File: config.mk
export PLATFORM = sky130hd
export DESIGN_NAME = mux8_arbiter
export DESIGN_NICKNAME = d
export VERILOG_FILES = /design/src/rtl/mux8_arb_pkg.sv /design/src/rtl/mux8_n.sv /design/src/rtl/rr_pick8.sv /design/src/rtl/mux8_arbiter.sv
export SDC_FILE = /design/constraint.sdc
export NUM_CORES = 1
export LEC_CHECK = 0
export CORE_MARGIN = 2
export CORE_UTILIZATION = 49
export DETAILED_ROUTE_END_ITERATION = 10
export GPL_TIMING_DRIVEN = 0
export MAX_ROUTING_LAYER = met4
export PLACE_DENSITY = 0.89
export SLEW_MARGIN = 15
export SYNTH_ARGS = -nofsm -noshare
export SYNTH_HDL_FRONTEND = slang
export SYNTH_SLANG_ARGS = --single-unit
export TNS_END_PERCENT = 5
File: constraint.sdc
create_clock -name Clk -period 5.7 [get_ports Clk]
set_input_delay 1.425 -clock Clk [delete_from_list [all_inputs] [get_ports Clk]]
set_output_delay 1.425 -clock Clk [all_outputs]
set_load 0.005 [all_outputs]
File: src/rtl/mux8_arb_pkg.sv
// mux8_arb_pkg: shared constants and types for the 8-requester arbitrated mux.
//   NUM_REQ  - number of requester channels (8)
//   SEL_W    - width of a requester index (3)
//   state_e  - arbiter state (IDLE, GRANT)
//   onehot8  - index -> one-hot grant vector
package mux8_arb_pkg;

  localparam int NUM_REQ = 8;
  localparam int SEL_W   = 3;

  typedef enum logic {
    IDLE  = 1'b0,
    GRANT = 1'b1
  } state_e;

  function automatic logic [NUM_REQ-1:0] onehot8(input logic [SEL_W-1:0] idx);
    logic [NUM_REQ-1:0] vec;
    vec      = '0;
    vec[idx] = 1'b1;
    return vec;
  endfunction

endpackage

File: src/rtl/mux8_n.sv
// mux8_n: 8:1 multiplexer of WIDTH-bit channels.
//   sel  in  [2:0]                  channel select
//   din  in  [WIDTH-1:0] x 8        channel data
//   dout out [WIDTH-1:0]            din[sel]
module mux8_n #(
  parameter int WIDTH = 8
) (
  input  logic [2:0]       sel,
  input  logic [WIDTH-1:0] din [8],
  output logic [WIDTH-1:0] dout
);

  assign dout = din[sel];

endmodule

File: src/rtl/rr_pick8.sv
// rr_pick8: combinational round-robin scan over 8 request bits.
//   Req   in  [7:0]  candidate request vector
//   Ptr   in  [2:0]  index where the scan starts (scans upward, wraps 7->0)
//   Found out        at least one Req bit is set
//   Idx   out [2:0]  first set bit at or after Ptr (Ptr when nothing found)
module rr_pick8 import mux8_arb_pkg::*; (
  input  logic [NUM_REQ-1:0] Req,
  input  logic [SEL_W-1:0]   Ptr,
  output logic               Found,
  output logic [SEL_W-1:0]   Idx
);

  logic [SEL_W-1:0] cand;

  // Walk the offsets from farthest to nearest so the last hit written is the
  // one closest to Ptr; avoids a break and keeps the loop a plain mux chain.
  always_comb begin
    Found = 1'b0;
    Idx   = Ptr;
    cand  = Ptr;
    for (int i = NUM_REQ - 1; i >= 0; i--) begin
      cand = Ptr + SEL_W'(i);
      if (Req[cand]) begin
        Found = 1'b1;
        Idx   = cand;
      end
    end
  end

endmodule

File: src/rtl/mux8_arbiter.sv
// mux8_arbiter: round-robin arbiter in front of an 8:1 data mux. One requester
// at a time owns the output; it keeps it for up to MAX_HOLD transfers or
// until it drops its request, after which the grant rotates.
//
// Handshake: a transfer happens in a cycle where Valid & Ready are both high.
// Valid is Req[S] while granted (it may drop at any time); Ready without
// Valid has no effect; Ack marks the granted requester's completed transfer.
//
// Optional feature: define MUX8_ARB_HIPRI_EN to add the HiPri input; requests
// with HiPri set win over all others, round-robin among themselves.
//
// Ports:
//   Clk        in   clock, rising edge
//   ResetN     in   asynchronous active-low reset
//   Req        in   [7:0] per-requester request
//   HiPri      in   [7:0] per-requester high priority (MUX8_ARB_HIPRI_EN only)
//   X          in   [WIDTH-1:0] x 8 per-requester data
//   Ready      in   downstream accepts Y
//   Y          out  [WIDTH-1:0] X[S]
//   Valid      out  Y carries a transfer offer
//   S          out  [2:0] registered select of the granted requester
//   Gnt        out  [7:0] one-hot registered grant, zero when idle
//   Ack        out  [7:0] per-requester transfer-completed strobe
//   dbg_state  out  current arbiter state
module mux8_arbiter import mux8_arb_pkg::*; #(
  parameter int WIDTH    = 8,
  parameter int MAX_HOLD = 4
) (
  input  logic               Clk,
  input  logic               ResetN,
  input  logic [NUM_REQ-1:0] Req,
`ifdef MUX8_ARB_HIPRI_EN
  input  logic [NUM_REQ-1:0] HiPri,
`endif
  input  logic [WIDTH-1:0]   X [NUM_REQ],
  input  logic               Ready,
  output logic [WIDTH-1:0]   Y,
  output logic               Valid,
  output logic [SEL_W-1:0]   S,
  output logic [NUM_REQ-1:0] Gnt,
  output logic [NUM_REQ-1:0] Ack,
  output state_e             dbg_state
);

  localparam logic [3:0] HOLD_LAST = 4'(MAX_HOLD - 1);

  state_e             state_q, state_d;
  logic [SEL_W-1:0]   s_q, s_d;
  logic [NUM_REQ-1:0] gnt_q, gnt_d;
  logic [SEL_W-1:0]   ptr_q, ptr_d;
  logic [3:0]         hold_q, hold_d;

  logic [NUM_REQ-1:0] pick_req;
  logic [SEL_W-1:0]   pick_ptr;
  logic               pick_found;
  logic [SEL_W-1:0]   pick_idx;
  logic               xfer;
  logic               rel;

  // Candidate set for the scan: high-priority requests shadow the rest.
  always_comb begin
`ifdef MUX8_ARB_HIPRI_EN
    pick_req = ((Req & HiPri) != '0) ? (Req & HiPri) : Req;
`else
    pick_req = Req;
`endif
  end

  // While granted, the only pick that matters is the one made on release,
  // which must already use the rotated pointer S+1.
  assign pick_ptr = (state_q == GRANT) ? (s_q + SEL_W'(1)) : ptr_q;

  rr_pick8 u_pick (
    .Req   (pick_req),
    .Ptr   (pick_ptr),
    .Found (pick_found),
    .Idx   (pick_idx)
  );

  mux8_n #(.WIDTH(WIDTH)) u_mux (
    .sel  (s_q),
    .din  (X),
    .dout (Y)
  );

  assign Valid     = (state_q == GRANT) && Req[s_q];
  assign xfer      = Valid && Ready;
  assign Ack       = gnt_q & {NUM_REQ{xfer}};
  assign rel       = (state_q == GRANT) &&
                     (!Req[s_q] || (xfer && (hold_q == HOLD_LAST)));
  assign S         = s_q;
  assign Gnt       = gnt_q;
  assign dbg_state = state_q;

  always_comb begin
    state_d = state_q;
    s_d     = s_q;
    gnt_d   = gnt_q;
    ptr_d   = ptr_q;
    hold_d  = hold_q;
    case (state_q)
      IDLE: begin
        if (pick_found) begin
          state_d = GRANT;
          s_d     = pick_idx;
          gnt_d   = onehot8(pick_idx);
        end
      end
      GRANT: begin
        if (rel) begin
          ptr_d  = pick_ptr;
          hold_d = '0;
          if (pick_found) begin
            // Hand over on the same edge: no idle cycle between owners.
            s_d   = pick_idx;
            gnt_d = onehot8(pick_idx);
          end else begin
            state_d = IDLE;
            gnt_d   = '0;
          end
        end else if (xfer) begin
          hold_d = hold_q + 4'd1;
        end
      end
      default: begin
        state_d = IDLE;
        gnt_d   = '0;
      end
    endcase
  end

  always_ff @(posedge Clk or negedge ResetN) begin
    if (!ResetN) begin
      state_q <= IDLE;
      s_q     <= '0;
      gnt_q   <= '0;
      ptr_q   <= '0;
      hold_q  <= '0;
    end else begin
      state_q <= state_d;
      s_q     <= s_d;
      gnt_q   <= gnt_d;
      ptr_q   <= ptr_d;
      hold_q  <= hold_d;
    end
  end

endmodule

==> flow_summary.toml, run 1 <==
[outcome]
status = "finished, final reports clean"

[placed_design]
pre_cts_ws_ns = 0.349
placed_cells = 451
portBuffers = 103
place_congestion = 0.970
place_hpwl_mm = 7.76
dpl-instance-area_sq_um = 3780

[synth]
synth_seq_area_share_pct = 17.9
postSynthCellCount = 278
synth_flop_cell = "dfrtp_1"
async_reset_ff_share_pct = 100
synth_fp_nets = 357
ys_ff_latch = 19
avgSynthCellArea_sq_um = 9.58
syn-cell-area_sq_um = 2660
synth_edf_count = 0
yosys_warnings = 0
synth_cell_type_count = 70

[pwr]
swShare_pct = 51.4
p_comb_share_pct = 89.2
irDropWorstVdd_v = 0.000470
p_per_area_nw_per_um2 = 795
power_frac_seq_pct = 7.7
finalPower_mw = 3.04
p_int_mw = 1.48
p_leak_nw = 1.53
p_clk_share_pct = 3.1
switchingPower_mw = 1.56

[finish]
syn_to_final_growth_pct = 43.7
seqCellArea_sq_um = 475
design_area_sq_um = 3830
nets = 465
fillCellCount = 368
final_cell_mix = "clkdlybuf4s50_1, nand2_1, nor2_1, mux4_2, dfrtp_1"
antennaDiodeCount = 0
multi_input_area_sq_um = 2060
final_common_cell = "clkdlybuf4s50_1"
finalNonFillerCells = 455
drive_above_1_share_pct = 17.9

[route]
drc_errors = 0
drt_iter0_drc = 231
drtAntennaViolNets = 0
post_drt_wl_per_cell_um = 20.8
via_per_inst = 6.40
vias = 2912
wirelength_mm = 9.47
drtPass1Iterations = 5

[worst_setup_path]
required_ns = 4.28
crit_path_start_kind = "input port"
end_kind = "primary output"
critPathKind = "in2out"
crit_arrival_ns = 3.99
crit_fanout = 10

[clock_network]
clk_pin_slew_ns = 0.07
h-tree-depth = 1
numCtsBuffers = 3
cts_resized = 0
cts_max_path_buffers = 2
clockRootBuffer = "clkbuf_8"
cts_tree = "built"
clk-insertion-delay-late_ns = 0.26
ctsHoldBuffers = 0
clock_sinks = 19
cts_setup_buffers = 0

[die]
die_h_um = 77.7
core-area_sq_um = 5170
dieArea_sq_um = 6040
io_pins = 104
initial_core_util_pct = 51.5
die_w_um = 77.7
fp-row-count = 26

[min_path]
hold_class = "reg2reg"

[global_route]
globalRouteTotalUtil_pct = 33.4
grt_pass1_vias = 3027
grt_pass1_wl_mm = 15.3
antenna_found_initial = 0
grt_max_degree = 20
grt-ovfl-total = 0

[timing]
fin_crit_sh_pct = 95.0
rsz0062_at_grt = "false"
max_freq_mhz = 185
maxSlewHeadroom_pct = 42.3
setup_ws_ns = 0.285
final.setup_skew_ns = 0.00124
worst_pin_slew_ns = 0.864
setup_viol = 0
totalNegativeSetupSlack_ns = 0
fin_crit_ns = 5.42
slew_viol_final = 0
final_hold_viol_count = 0

[job]
drv_cap = 0
[logic make-up after synthesis]
kind of cell	synth area share [%]
and+or+nand+nor	20.9
AOI/OAI and AO/OA	22.3
muxes	28.3
buffers and inverters	4.89
DFF	17.9
xor gates and xnor gates	3.81
adders and majority gates	1.88
[state kept, by name (all words and copies together), names as in the netlist]
register,count
Gnt,8
hold_q,4
S,3
ptr_q,3
dbg_state,1
[critical path, stage by stage]
cell	delay [ns]
clkdlybuf4s50_1	0.54
mux4_2	0.52
mux2i_1	0.47
nor2_1	0.28
and3_1	0.27
clkdlybuf4s50_1	0.48
[metal layers]
metal	vias up	GRT usage [%]	share of wire, %
li1	1309	-	-
met1	1381	40.1	39
met2	189	55.1	48
met3	33	5.70	8.6
met4	0	15.2	4.1
met5	-	-	0
[power groups by stage]
stage / clock network (mW) / logic (mW) / registers, mW
after floorplan: 0 / 1.95 / 0.223
after global placement: 0 / 2.61 / 0.232
after detailed placement: 0 / 2.66 / 0.235
after CTS: 0.0955 / 2.66 / 0.232
after global routing: 0.102 / 2.90 / 0.240
final: 0.0938 / 2.71 / 0.234
[metrics by stage]
stage	utilization (%)	hold WS [ns]
finish	74.0	0.514
detailed placement	73.1	0.499
global placement	73.1	0.491
CTS	74.0	0.514
global route	74.0	0.560
floorplan	-	0.485
[worst paths after layout]
path,startpoint,endpoint,slack [ns],depth (start not counted)
setup / recovery,Req[4],Ack[5],0.28,6
hold / removal,Gnt[1],Gnt[1],0.51,2
setup reg to reg,S[0],Gnt[0],1.25,13
hold reg to reg,Gnt[1],Gnt[1],0.51,2
max in group asynchronous,ResetN,hold_q[1],3.51,1
min in group asynchronous,ResetN,Gnt[0],1.66,1
[area by class of cell]
| type | count | share of cell area [%] |
|---|---|---|
| plain buffers | 15 | 2.68 |
| clock buffers | 4 | 1.18 |
| inverters | 6 | 0.719 |
| multi-input cells | 238 | 53.8 |
| flip-flops and latches | 19 | 12.4 |
| well taps | 70 | 2.29 |
| repair buffers | 103 | 26.9 |
[synth_stat cells, drive strengths merged (2+ instances only)]
library cell  instances  area share [%]
a211oi                6             1.9
a21boi                3            0.85
a21o                  3             1.2
a21oi                 8             1.6
a221oi                2            0.66
a22o                  2            0.66
a31oi                 3             1.3
a32o                  7             2.6
a32oi                 2            0.66
and2                  7             1.8
and3                 18             4.6
buf                   6             1.8
clkbuf                9             2.1
dfrtp                19              18
ha                    4             1.9
inv                   6             1.0
mux2                 14             5.9
mux2i                12             4.5
mux4                 21              18
nand2                26             4.3
nand2b                3            0.70
nand3                10             1.9
nand4                 2            0.47
nor2                 24             3.5
nor2b                 2            0.47
nor3                  3            0.56
o211a                 2            0.75
o211ai                5             1.4
o21ai                15             2.8
o31a                  3            0.99
o32a                  2            0.75
o32ai                 2            0.66
or2                   4             1.0
or3                   2            0.47
xnor2                 5             2.5
xor2                  4             1.3
Note: power is estimated with default switching activity, not from simulation.
==> run 2, diff against run 1 <==
--- a/config.mk
+++ b/config.mk
@@ -11,6 +11,7 @@
 export GPL_TIMING_DRIVEN = 0
 export MAX_ROUTING_LAYER = met4
 export PLACE_DENSITY = 0.89
+export SKIP_LAST_GASP = 1
 export SLEW_MARGIN = 15
 export SYNTH_ARGS = -nofsm -noshare
 export SYNTH_HDL_FRONTEND = slang
==> results of run 2 <==
Final layout, timing and power as in run 1 (identical DEF).
==> run 3, diff against run 2 <==
--- a/config.mk
+++ b/config.mk
@@ -8,6 +8,7 @@
 export CORE_MARGIN = 2
 export CORE_UTILIZATION = 49
 export DETAILED_ROUTE_END_ITERATION = 10
+export GPL_ROUTABILITY_DRIVEN = 0
 export GPL_TIMING_DRIVEN = 0
 export MAX_ROUTING_LAYER = met4
 export PLACE_DENSITY = 0.89
==> run 3 against run 2 <==
  * Via count is 3.5% higher
  * Combinational power decreased by 2%
  * Die area unchanged
  * Critical path depth did not move
  * Clock skew grew 0.0068 ns
  * Non-clock buffer count unchanged
  * Critical path type unchanged
  * Critical endpoint is now Ack[0]
  * Largest cell class unchanged
==> flow_summary.toml, run 3 (synthesis results as in run 1) <==
[outcome]
status = "finished, final reports clean"

[timing]
fin_crit_sh_pct = 94.4
setup_ws_ns = 0.320
rsz0062_at_grt = "false"
final_hold_viol_count = 0
fin_crit_ns = 5.38
maxSlewHeadroom_pct = 39.7
setup_viol = 0
fin_hold_ws_ns = 0.519
slew_viol_final = 0
worst_pin_slew_ns = 0.902
max_freq_mhz = 186
totalNegativeSetupSlack_ns = 0
final.setup_skew_ns = 0.00804

[finish]
final_cell_mix = "clkdlybuf4s50_1, nand2_1, nor2_1, mux4_2, dfrtp_1"
final_common_cell = "clkdlybuf4s50_1"
antennaDiodeCount = 0
post-route-util_pct = 74.0
syn_to_final_growth_pct = 43.7
nets = 465
largest_reg_flops = 8
finalNonFillerCells = 455
drive_above_1_share_pct = 17.9

[worst_setup_path]
cp-startpoint = "Req[3]"
worstPathCellList = "clkdlybuf4s50_1 > mux4_2 > mux2i_1 > nor2_1 > and3_1 > clkdlybuf4s50_1"
crit_arrival_ns = 3.95
required_ns = 4.28
slowest_delay_ns = 0.56
end_kind = "primary output"
critPathKind = "in2out"
crit_buf_inv = 2
cp_top_family = "buffers and inverters"
crit_fanout = 10
crit_path_start_kind = "input port"
slowest_stage = "clkdlybuf4s50_1"
r2r_start = "S[0]"
cp_common_cell = "clkdlybuf4s50_1"

[global_route]
antenna_found_initial = 0
grt_pass1_wl_mm = 14.0
grt_pass1_vias = 2972
grt_max_degree = 20
grt-ovfl-total = 0
globalRouteTotalUtil_pct = 30.2

[job]
drv_cap = 0

[die]
dieArea_sq_um = 6040
initial_core_util_pct = 51.5
fp-row-count = 26
die_w_um = 77.7
io_pins = 104
die_h_um = 77.7
core-area_sq_um = 5170

[pwr]
irDropWorstVdd_v = 0.000426
p_leak_nw = 1.53
p_per_area_nw_per_um2 = 782

[placed_design]
portBuffers = 103
pre_cts_ws_ns = 0.410
placed_cells = 451
place_hpwl_mm = 7.32

[route]
post_drt_wl_per_cell_um = 19.6
vias = 3015
drtAntennaViolNets = 0
drtPass1Iterations = 5
via_per_inst = 6.63
drt_iter0_drc = 323
wirelength_mm = 8.94
drc_errors = 0

[clock_network]
clk-insertion-delay-late_ns = 0.26
numCtsBuffers = 3
cts_setup_buffers = 0
h-tree-depth = 1
clk_pin_slew_ns = 0.07
ctsHoldBuffers = 0
clockRootBuffer = "clkbuf_8"
cts_resized = 0
cts_tree = "built"
clock_sinks = 19
cts_max_path_buffers = 2

[min_path]
holdCritStartpoint = "Gnt[6]"
hold_class = "reg2reg"
==> run 3: cell type report <==
| cell class | count | area, sq um |
|---|---|---|
| Multi-Input combinational cell | 238 | 2060 |
| Fill cell | 358 | 1350 |
| Timing Repair Buffer | 103 | 1030 |
| Sequential cell | 19 | 475 |
| Buffer | 15 | 103 |
| Tap cell | 70 | 87.6 |
| Clock buffer | 4 | 45.0 |
| Inverter | 6 | 27.5 |
==> run 3: layer usage <==
layer / vias to the layer above / track usage [%] / part of all wire (%)
met4: 0 / 14.8 / 4.1
met1: 1477 / 35.0 / 36
met5: - / - / 0
met3: 31 / 4.07 / 8.5
met2: 198 / 51.3 / 51
li1: 1309 / - / -
==> run 3: through the flow <==
step | cell area (sq um) | total power [mW]
2_1_floorplan | 2660 | 2.17
3_3_place_gp | 3780 | 2.76
3_5_place_dp | 3780 | 2.83
4_1_cts | 3830 | 2.94
5_1_grt | 3830 | 3.16
6_report | 3830 | 2.99
==> run 3: report_power, final <==
group / internal (mW) / leakage, nW / switching (mW)
clock: 0.0497 / 0.0228 / 0.0450
combinational: 1.24 / 1.27 / 1.42
sequential: 0.185 / 0.242 / 0.0496
==> run 3: path summary, 6_finish.rpt <==
path                             to  slack [ns]  cells past startpoint
max in group asynchronous  ptr_q[0]        3.47                      1
min in group asynchronous    Gnt[1]        1.67                      1
setup / recovery             Ack[0]        0.32                      6
setup reg to reg             Gnt[1]        1.28                     13
hold / removal               Gnt[6]        0.52                      1
hold reg to reg              Gnt[6]        0.52                      1
